## config.mk

```make
export PLATFORM = sky130hd
export DESIGN_NAME = ws2812_write_queue_flat
export DESIGN_NICKNAME = d
export VERILOG_FILES = /design/src/rtl/ws2812_write_queue_if.sv /design/src/rtl/ws2812_write_queue.sv /design/src/flat_wrapper.sv
export SDC_FILE = /design/constraint.sdc
export NUM_CORES = 1
export LEC_CHECK = 0
export ABC_AREA = 1
export CORE_MARGIN = 3
export CORE_UTILIZATION = 35
export DETAILED_ROUTE_END_ITERATION = 7
export PLACE_DENSITY = 0.5
export SYNTH_ARGS = -nofsm -noshare
export SYNTH_HDL_FRONTEND = slang
export SYNTH_SLANG_ARGS = --single-unit
export TNS_END_PERCENT = 30
```

## constraint.sdc

```tcl
create_clock -name clk -period 13.9 [get_ports clk]
set_input_delay 2.78 -clock clk [delete_from_list [all_inputs] [get_ports clk]]
set_output_delay 2.78 -clock clk [all_outputs]
set_load 0.01 [all_outputs]
```

## src/rtl/ws2812_write_queue_if.sv

```systemverilog
// Wishbone slave bus of the ws2812 write queue, grouped so the top and the
// bench share one definition of the handshake signals.
interface ws2812_write_queue_if;
    logic        wbs_stb_i;
    logic        wbs_cyc_i;
    logic        wbs_we_i;
    logic [3:0]  wbs_sel_i;
    logic [31:0] wbs_adr_i;
    logic [31:0] wbs_dat_i;
    logic        wbs_ack_o;
    logic [31:0] wbs_dat_o;

    modport master (
        output wbs_stb_i, wbs_cyc_i, wbs_we_i, wbs_sel_i, wbs_adr_i, wbs_dat_i,
        input  wbs_ack_o, wbs_dat_o
    );

    modport slave (
        input  wbs_stb_i, wbs_cyc_i, wbs_we_i, wbs_sel_i, wbs_adr_i, wbs_dat_i,
        output wbs_ack_o, wbs_dat_o
    );
endinterface

```

## src/rtl/ws2812_write_queue.sv

```systemverilog
// Wishbone write buffer in front of the ws2812 driver. Firmware pushes
// {led_num, rgb} words into a FIFO; a small FSM replays them as one-cycle
// write strobes separated by DRAIN_GAP idle cycles.
module ws2812_write_queue #(
    parameter logic [31:0] BASE_ADDR = 32'h30000100,
    parameter int          DEPTH     = 8,
    parameter int          DRAIN_GAP = 16
) (
    input  logic                 clk,
    input  logic                 reset,
    ws2812_write_queue_if.slave  wb,
    output logic [7:0]           led_num,
    output logic [23:0]          rgb_data,
    output logic                 write
);
    localparam int          AW       = $clog2(DEPTH);
    localparam logic [AW:0] FULL_CNT = (AW+1)'(DEPTH);
    localparam logic [AW:0] CNT_ONE  = (AW+1)'(1);
    localparam logic [15:0] GAP_LAST = 16'(DRAIN_GAP - 1);

    typedef enum logic [1:0] {IDLE, WRITE, GAP} state_t;

    logic [31:0]   mem [DEPTH];
    logic [AW-1:0] wr_ptr, rd_ptr;
    logic [AW:0]   count;
    logic          overflow;
    state_t        state;
    logic [15:0]   gap_cnt;

    logic hit_data, hit_status, hit_ctrl, req;
    logic full, empty, push_req, push, pop, flush, clr_ovf;
    logic [31:0] status;

    assign hit_data   = wb.wbs_adr_i == BASE_ADDR;
    assign hit_status = wb.wbs_adr_i == BASE_ADDR + 32'd4;
    assign hit_ctrl   = wb.wbs_adr_i == BASE_ADDR + 32'd8;

    // A request acts only on the edge that raises ack, so a strobe held
    // through the ack cycle has no second effect.
    assign req = wb.wbs_cyc_i & wb.wbs_stb_i & (hit_data | hit_status | hit_ctrl) & ~wb.wbs_ack_o;

    assign full     = count == FULL_CNT;
    assign empty    = count == '0;
    assign push_req = req & wb.wbs_we_i & hit_data & (wb.wbs_sel_i == 4'hF);
    // Fullness is judged before the edge; a same-edge pop does not make room.
    assign push     = push_req & ~full;
    assign flush    = req & wb.wbs_we_i & hit_ctrl & wb.wbs_sel_i[0] & wb.wbs_dat_i[0];
    assign clr_ovf  = req & wb.wbs_we_i & hit_ctrl & wb.wbs_sel_i[0] & wb.wbs_dat_i[1];
    assign pop      = (state == IDLE) & ~empty;
    assign status   = {16'b0, 8'(count), 5'b0, overflow, full, empty};

    // Wishbone response: single-cycle ack, read data only while acked.
    always_ff @(posedge clk) begin
        if (reset) begin
            wb.wbs_ack_o <= 1'b0;
            wb.wbs_dat_o <= '0;
        end else begin
            wb.wbs_ack_o <= req;
            wb.wbs_dat_o <= (req && !wb.wbs_we_i && hit_status) ? status : '0;
        end
    end

    // FIFO storage; contents need no reset since count guards every read.
    always_ff @(posedge clk) begin
        if (push)
            mem[wr_ptr] <= wb.wbs_dat_i;
    end

    // Pointers and occupancy; flush wins over any same-edge push or pop.
    always_ff @(posedge clk) begin
        if (reset || flush) begin
            wr_ptr <= '0;
            rd_ptr <= '0;
            count  <= '0;
        end else begin
            if (push)
                wr_ptr <= wr_ptr + AW'(1);
            if (pop)
                rd_ptr <= rd_ptr + AW'(1);
            if (push && !pop)
                count <= count + CNT_ONE;
            else if (pop && !push)
                count <= count - CNT_ONE;
        end
    end

    // Sticky overflow: set by a dropped push, cleared only through CTRL.
    always_ff @(posedge clk) begin
        if (reset)
            overflow <= 1'b0;
        else if (clr_ovf)
            overflow <= 1'b0;
        else if (push_req && full)
            overflow <= 1'b1;
    end

    // Drain FSM: pop in IDLE, strobe write from WRITE, then sit out the gap.
    always_ff @(posedge clk) begin
        if (reset) begin
            state    <= IDLE;
            write    <= 1'b0;
            led_num  <= '0;
            rgb_data <= '0;
            gap_cnt  <= '0;
        end else begin
            case (state)
                IDLE: begin
                    write <= 1'b0;
                    if (pop) begin
                        led_num  <= mem[rd_ptr][31:24];
                        rgb_data <= mem[rd_ptr][23:0];
                        state    <= WRITE;
                    end
                end
                WRITE: begin
                    write   <= 1'b1;
                    gap_cnt <= '0;
                    state   <= (DRAIN_GAP > 0) ? GAP : IDLE;
                end
                GAP: begin
                    write <= 1'b0;
                    if (gap_cnt == GAP_LAST) begin
                        gap_cnt <= '0;
                        state   <= IDLE;
                    end else begin
                        gap_cnt <= gap_cnt + 16'd1;
                    end
                end
                default: begin
                    write <= 1'b0;
                    state <= IDLE;
                end
            endcase
        end
    end
endmodule

```

## src/flat_wrapper.sv

```systemverilog
// flat-port wrapper written by rule: the top's interface ports become plain ports
module ws2812_write_queue_flat 
#(
    parameter logic [31:0] BASE_ADDR = 32'h30000100,
    parameter int          DEPTH     = 8,
    parameter int          DRAIN_GAP = 16
)
  (clk, reset, led_num, rgb_data, write, wb_wbs_stb_i, wb_wbs_cyc_i, wb_wbs_we_i, wb_wbs_sel_i, wb_wbs_adr_i, wb_wbs_dat_i, wb_wbs_ack_o, wb_wbs_dat_o);
  ws2812_write_queue_if wb_i ();
  input  logic clk;
  input  logic reset;
  output logic [7:0] led_num;
  output logic [23:0] rgb_data;
  output logic write;
  input wire logic [$bits(wb_i.wbs_stb_i)-1:0] wb_wbs_stb_i;
  input wire logic [$bits(wb_i.wbs_cyc_i)-1:0] wb_wbs_cyc_i;
  input wire logic [$bits(wb_i.wbs_we_i)-1:0] wb_wbs_we_i;
  input wire logic [$bits(wb_i.wbs_sel_i)-1:0] wb_wbs_sel_i;
  input wire logic [$bits(wb_i.wbs_adr_i)-1:0] wb_wbs_adr_i;
  input wire logic [$bits(wb_i.wbs_dat_i)-1:0] wb_wbs_dat_i;
  output wire logic [$bits(wb_i.wbs_ack_o)-1:0] wb_wbs_ack_o;
  output wire logic [$bits(wb_i.wbs_dat_o)-1:0] wb_wbs_dat_o;
  assign wb_i.wbs_stb_i = wb_wbs_stb_i;
  assign wb_i.wbs_cyc_i = wb_wbs_cyc_i;
  assign wb_i.wbs_we_i = wb_wbs_we_i;
  assign wb_i.wbs_sel_i = wb_wbs_sel_i;
  assign wb_i.wbs_adr_i = wb_wbs_adr_i;
  assign wb_i.wbs_dat_i = wb_wbs_dat_i;
  assign wb_wbs_ack_o = wb_i.wbs_ack_o;
  assign wb_wbs_dat_o = wb_i.wbs_dat_o;
  ws2812_write_queue #(.BASE_ADDR(BASE_ADDR), .DEPTH(DEPTH), .DRAIN_GAP(DRAIN_GAP)) u_core (.clk(clk), .reset(reset), .wb(wb_i), .led_num(led_num), .rgb_data(rgb_data), .write(write));
endmodule
```

* Yosys cells after proc, flatten, opt, wreduce, memory -nomap -nowiden
Memory sizes are Yosys's and may differ from the RTL's. A register that Yosys moved wholly into a read port is not among the register bits.
Cells that the tools add are included.
** Storage, ports and cells
- Flip-flop bits (word level) :: 63
- Memories :: 1
- Memory bits (writable) :: 256
- Bits of input ports :: 73
** Memory list
- u_core.mem :: depth 8, width 32, rd ports 1, clocked after Yosys merged registers in 1, wr ports 1, line ws2812_write_queue.sv:23 : logic [31:0] mem [DEPTH];
** Operators by class
- Mux-type cells :: 10
- Equality and inequality tests :: 10
- Bitwise operators :: 18
- $add $sub $neg :: 5
- Reduce and logical (&&, ||, !) cells :: 17
** Operators with widths (number)
- $eq A32 B30 Y1 const B :: 3
- $pmux W16 S2 :: 1
- $add A16 B1 Y16 const B :: 1
- $eq A16 B4 Y1 const B :: 1
- $mux W16 :: 1
- $and A1 B1 Y1 :: 12
- $eq A4 B4 Y1 const B :: 2
- $mux W4 :: 2
- $add A3 B1 Y3 const B :: 2
- $pmux W2 S3 :: 1
- $logic_and A1 B1 Y1 :: 5
- $add A4 B1 Y4 const B :: 1
- $logic_not A4 Y1 :: 1
- $mux W2 :: 2
- $ne A2 B1 Y1 const B :: 2
- $not A1 Y1 :: 4
- $reduce_and A2 Y1 :: 2
- $reduce_bool A2 Y1 :: 2
- $reduce_or A2 Y1 :: 2
- $sub A4 B1 Y4 const B :: 1
- $logic_not A1 Y1 :: 3
- $mux W1 :: 3
- $eq A2 B1 Y1 const B :: 1
- $eq A2 B2 Y1 const B :: 1
- other kinds (3) :: 4

* Depth between registers and ports, before layout
- Word-level depth :: 13
- Depth in mapped cells :: 20

* Least setup slack after synthesis
Ideal clock, no wire load.
- Path type :: input -> register
- Start point :: in wb_wbs_adr_i[4]
- End point :: mem u_core.mem[4][0] (enable)
- Library setup time :: 461 ps
- Path buffers :: 0
- Data arrival time :: 5886 ps
- Stages on the path :: 11
- Setup slack :: 7553 ps
- Required time :: 13439 ps
- Path through :: inv_1 nand2_2 nor2_4 nand2_1 nor2_2 nand2_2 nand3_2 nand3_1 nor2_2 nand3_2 nor3_1
** On the way
- Longest elaborated chain between the ends :: 11
- Elaborated cells between the ends (all ways) :: 13
- Classes of those cells :: 3 x eq/ne; 2 x mux; 8 x bitwise
** RTL lines
- start: declaration :: line flat_wrapper.sv:19 : input wire logic [$bits(wb_i.wbs_adr_i)-1:0] wb_wbs_adr_i;
- $eq A32 B30 Y1, on equally long branches :: line ws2812_write_queue.sv:34, ws2812_write_queue.sv:35
- $or A1 B1 Y1 (2 in series) :: line ws2812_write_queue.sv:40 : assign req = wb.wbs_cyc_i & wb.wbs_stb_i & (hit_data | hit_status | hit_ctrl) & ~wb.wbs_ack_o;
- $and A1 B1 Y1 (2 in series) :: line ws2812_write_queue.sv:40
- $and A1 B1 Y1 :: line ws2812_write_queue.sv:44 : assign push_req = req & wb.wbs_we_i & hit_data & (wb.wbs_sel_i == 4'hF);
- $and A1 B1 Y1 (*) (2 in series) :: line ws2812_write_queue.sv:44
- $and A1 B1 Y1 (*) :: line ws2812_write_queue.sv:46 : assign push = push_req & ~full;
- $mux W1 (*) :: line ws2812_write_queue.sv:65 : if (push)
- $mux W1 (not written as such) (*) :: line ws2812_write_queue.sv:66 : mem[wr_ptr] <= wb.wbs_dat_i;
- end: declaration :: line ws2812_write_queue.sv:23
Mark *: on every way between the ends. The rest lies on a longest branch, timed or not.

* Worst setup path after layout
- Start point :: in wb_wbs_adr_i[24]
- End point :: reg u_core.count[3]
** On the way
- Longest elaborated chain between the ends :: 12
- Elaborated cells between the ends (all ways) :: 20
- Classes of those cells :: 3 x eq/ne; 1 x mux; 11 x bitwise; 5 x reduce/logical
** RTL lines
- $eq A32 B30 Y1, on equally long branches :: line ws2812_write_queue.sv:34, ws2812_write_queue.sv:35
- $or A1 B1 Y1 (2 in series) :: line ws2812_write_queue.sv:40
- $and A1 B1 Y1 (2 in series) :: line ws2812_write_queue.sv:40
- $and A1 B1 Y1 :: line ws2812_write_queue.sv:44
- $and A1 B1 Y1 (*) (2 in series) :: line ws2812_write_queue.sv:44
- $and A1 B1 Y1 (*) :: line ws2812_write_queue.sv:46
- net u_core.push :: line ws2812_write_queue.sv:31 : logic full, empty, push_req, push, pop, flush, clr_ovf;
- $logic_not A1 Y1 :: line ws2812_write_queue.sv:82 : else if (pop && !push)
- $logic_and A1 B1 Y1 :: line ws2812_write_queue.sv:82
- $reduce_bool A2 Y1 (no source line)
- end signal: assignment :: line ws2812_write_queue.sv:81 : count <= count + CNT_ONE;
- end signal: assignment :: line ws2812_write_queue.sv:83 : count <= count - CNT_ONE;
- end: declaration :: line ws2812_write_queue.sv:25 : logic [AW:0] count;
Mark *: on every way through the listed nets, which the timed path passes. The rest lies on a longest branch.
A chain may end at the register's enable or synchronous reset.

==> parameters.txt <==
Parameter                              Value

Outcome
  Outcome ... completed

Final layout
  Layout cell share with drive strength beyond 1 ... 0.08286
  P&R area growth vs syn ... 19.91%
  Diode insertion count for antenna repair ... 0
  Total area of multi-input combinational cells ... 3536 um2
  Final instance area ... 15,800 um2
  Sequential Area ... 9097 um2
  Net total in the final layout ... 1,288
  Fill cell count ... 3,443

Global route
  Number of global-route vias before repair ... 8,144
  Global router's overall resource usage ... 0.1497
  Global-route wire length before repair ... 46.70 mm
  Initial antenna violation count ... 0
  Remaining Overflow, GRT ... 0
  Pin count of the biggest net entering global routing ... 75

Pwr
  Clock Power Share ... 0.315
  Internal power component ... 1.875 mW
  Leakage dissipation ... 5.260 nW
  Net Switching ... 868.7 uW
  Total power draw ... 2.744 mW
  Relative contribution of sequential cells to total power ... 0.436
  Power density over the cells ... 173.7 nW/um2
  VDD IR max ... 0.1028 mV
  Part of the total power dissipated in combinational logic ... 0.249
  Fraction of power spent switching nets ... 0.3166

Setup path
  Data arrival time of the critical path ... 5530 ps
  Crit-path max cell delay ... 420 ps
  Cell-by-cell listing of the critical path ... clkdlybuf4s50_1 > inv_1 > nand2_1 > nor2_1 > nand2_1 > nor2_2 > nand2_2 > nor2_4 > nand4_4 > nor2_4 > ha_1 > inv_1 > ha_1 > nand2_1 > nor2_1 > a211oi_1 > nor2_1 > nor2_1 > nand2_1 > xor2_1 > nor2_1
  Path type of the worst setup path ... input port to register
  Critical path's top delay family ... simple AND/OR/NAND/NOR gates
  Max FO, Critical Path ... 5
  Kind of start point of the critical path ... input port
  Master of the slowest instance on the critical path ... sky130_fd_sc_hd__clkdlybuf4s50_1
  Critical path required time ... 14,290 ps
  Critical Path End Type ... register
  Number of buffer and inverter stages on the critical path ... 3
  Most prevalent standard cell on the critical path ... sky130_fd_sc_hd__nor2_1

Clocking
  Inserted Clock Buffers ... 35
  Hold buffer count at cts ... 0
  Clock net sink count ... 326
  Clock tree from TritonCTS ... built
  Cts repair resizes ... 0
  Clock-pin slew reported for the worst setup and hold paths after clock tree synthesis ... 60 ps
  Clock latency reported for the late side of the worst-skew pair ... 510 ps
  Number of H-tree levels ... 2
  Buffer levels on the longest clock path ... 3
  Setup Buffers After CTS ... 0
  Root buffer cell ... sky130_fd_sc_hd__clkbuf_16

Timing
  Final setup TNS ... 0 ps
  Least-Margin Pin Slew ... 1142 ps
  Skew final ... 18.53 ps
  Relative max-transition margin ... 0.2378
  PnR worst setup slack ... 8761 ps
  Timing-limited maximum frequency ... 0.1946 GHz
  Number of pins with negative max-slew slack in the final report ... 0
  Period Utilization, post-route ... 0.3697
  Unrepaired setup endpoints after global routing ... false
  Clock period minus worst slack ... 5139 ps
  Final-report hold violation count ... 0
  Worst Hold Slack ... 440.3 ps
  Setup violators final ... 0

Synth
  Sequential-to-total area share from yosys stat ... 0.6898
  Yosys warning total ... 0
  Post-Syn Area per Cell ... 12.00 um2
  Synthesized netlist cell count ... 1,098
  Number of synthesized register bits ... 326
  Summed instance area of the synthesized netlist ... 13,180 um2
  Count of cell types in the netlist ... 39

Floorplanning
  Site Rows ... 70
  Effective utilization at floorplan ... 0.3573
  Floorplan die area ... 40,010 um2
  Count of boundary I/O pins ... 139
  Horizontal die dimension ... 200.0 um
  Die height ... 200.0 um
  Core Region ... 36,870 um2

Routing
  Drt initial violations ... 440
  Number of detailed-route iterations in the first pass ... 5
  DRT antenna net count ... 0
  # DRC ... 0
  Post-detailed-routing wire length ... 30.00 mm
  Detail-routed via count per cell ... 4.828
  WL per Instance ... 17.29 um
  Vias after detailed routing ... 8,376

Placement
  Global placement routability congestion ... 0.7376
  Port Buffer Count ... 113
  Post-Place Worst Slack ... 8243 ps
  Total placed instance area ... 14,740 um2
  Half-perimeter wire length after placement ... 16.31 mm

Job
  Count of maximum capacitance violations ... 0

Min path
  Type of the most critical hold path ... register to register
-- power by group through the flow --
| stage | registers [mW] | logic, mW | clock network (mW) |
|---|---|---|---|
| after floorplan | 1.19 | 0.475 | 0 |
| after global placement | 1.22 | 0.688 | 0 |
| after detailed placement | 1.22 | 0.695 | 0 |
| after CTS | 1.20 | 0.699 | 0.891 |
| after global routing | 1.21 | 0.773 | 0.929 |
| final | 1.20 | 0.683 | 0.864 |
-- metrics by stage --
stage                     instances    util
after floorplan                1122       -
after global placement         1672  0.3997
after detailed placement       1672  0.3997
after CTS                      1735  0.4285
after global routing           1735  0.4285
final                          1735  0.4285
-- area by class of cell --
type,count,area share
clock inverter,19,0.009028
clock buffer,44,0.05821
inverter,65,0.01544
timing repair buffer,126,0.07777
multi-input combinational,651,0.2238
sequential,326,0.5758
tap,504,0.03991
-- cells in the mapped netlist --
cell,n,share of area
sky130_fd_sc_hd__nor4_1,2,0.00095
sky130_fd_sc_hd__nand2_2,6,0.0028
sky130_fd_sc_hd__xor2_1,3,0.0020
sky130_fd_sc_hd__buf_2,16,0.0061
sky130_fd_sc_hd__nand4_4,1,0.0016
sky130_fd_sc_hd__nand3_2,3,0.0023
sky130_fd_sc_hd__nand4_1,6,0.0028
sky130_fd_sc_hd__conb_1,1,0.00028
sky130_fd_sc_hd__o21bai_1,1,0.00057
sky130_fd_sc_hd__edfxtp_1,256,0.58
sky130_fd_sc_hd__o32ai_1,27,0.018
sky130_fd_sc_hd__o21ai_1,10,0.0038
sky130_fd_sc_hd__o22ai_1,10,0.0047
sky130_fd_sc_hd__dfxtp_1,70,0.11
sky130_fd_sc_hd__xnor2_1,2,0.0013
sky130_fd_sc_hd__nor3_2,1,0.00076
sky130_fd_sc_hd__nand4_2,1,0.00095
sky130_fd_sc_hd__clkbuf_1,33,0.0094
sky130_fd_sc_hd__nor2_1,198,0.056
sky130_fd_sc_hd__a21oi_1,51,0.019
sky130_fd_sc_hd__nand3_1,10,0.0038
sky130_fd_sc_hd__nor3b_1,1,0.00057
sky130_fd_sc_hd__inv_1,61,0.017
sky130_fd_sc_hd__buf_6,1,0.00085
sky130_fd_sc_hd__a211oi_1,2,0.0011
sky130_fd_sc_hd__buf_1,1,0.00028
sky130_fd_sc_hd__o221ai_1,27,0.018
sky130_fd_sc_hd__nor2_2,6,0.0028
sky130_fd_sc_hd__mux2i_1,32,0.024
sky130_fd_sc_hd__nor3_1,18,0.0068
sky130_fd_sc_hd__and2_0,1,0.00048
sky130_fd_sc_hd__o21ai_0,131,0.050
sky130_fd_sc_hd__fa_1,1,0.0015
sky130_fd_sc_hd__nor2_4,4,0.0034
sky130_fd_sc_hd__inv_2,4,0.0011
sky130_fd_sc_hd__o21ai_4,1,0.0012
sky130_fd_sc_hd__nand2_1,61,0.017
sky130_fd_sc_hd__ha_1,9,0.0085
sky130_fd_sc_hd__buf_4,29,0.017
-- placed cells by master, fill, tap and decap left out, drive strengths merged, types with 2 or more instances in the layout --
master / instances
clkdlybuf4s50: 113
xor2: 3
conb: 25
nor2: 208
nor3: 19
o21ai: 142
a211oi: 2
mux2i: 32
clkbuf: 44
edfxtp: 256
inv: 65
o22ai: 10
o32ai: 27
nand3: 13
clkinv: 17
nand2: 67
ha: 9
a21oi: 51
buf: 13
xnor2: 2
nand4: 8
o221ai: 27
nor4: 2
dfxtp: 70
-- registers in the layout (all words and copies together), names as in the netlist --
register / flops
u_core.mem: 256
u_core.rgb_data: 24
u_core.gap_cnt: 16
u_core.led_num: 8
u_core.wb.wbs_dat_o: 7
u_core.count: 4
u_core.rd_ptr: 3
u_core.wr_ptr: 3
u_core.state: 2
u_core.overflow: 1
u_core.wb.wbs_ack_o: 1
u_core.write: 1
-- path summary, 6_finish.rpt --
check	start	endpoint	slack (ps)	cells past startpoint
hold / removal	u_core.overflow	u_core.wb.wbs_dat_o[2]	440	2
setup reg to reg	u_core.rd_ptr[0]	u_core.rgb_data[13]	11130	6
hold reg to reg	u_core.overflow	u_core.wb.wbs_dat_o[2]	440	2
setup / recovery	wb_wbs_adr_i[24]	u_core.count[3]	8760	21
-- worst reg2reg max path, cell delays in order, from the launching register on --
cell and delay (ps):
sky130_fd_sc_hd__dfxtp_4 550, sky130_fd_sc_hd__inv_2 680, sky130_fd_sc_hd__buf_4 750, sky130_fd_sc_hd__nor2_1 130, sky130_fd_sc_hd__o32ai_1 260, sky130_fd_sc_hd__o21ai_0 170
sky130_fd_sc_hd__a21oi_1 160
-- kinds of logic after synthesis --
| logic type | after synthesis | share of synthesized area |
|---|---|---|
| xor+xnor | 5 | 0.003324 |
| simple gates | 319 | 0.1040 |
| mux | 32 | 0.02431 |
| buf+inv | 145 | 0.05166 |
| compound gates | 260 | 0.1165 |
| other cells | 1 | 0.0002846 |
| flops | 326 | 0.6898 |
| fa+ha+maj | 10 | 0.01007 |
-- metal layers --
layer,share of wire,track usage,vias to the layer above
met5,0,0,-
li1,-,-,4112
met4,0.015,0.03670,0
met3,0.048,0.02769,37
met1,0.49,0.2121,4060
met2,0.45,0.2403,167
Power figures use the tool's default switching activity.
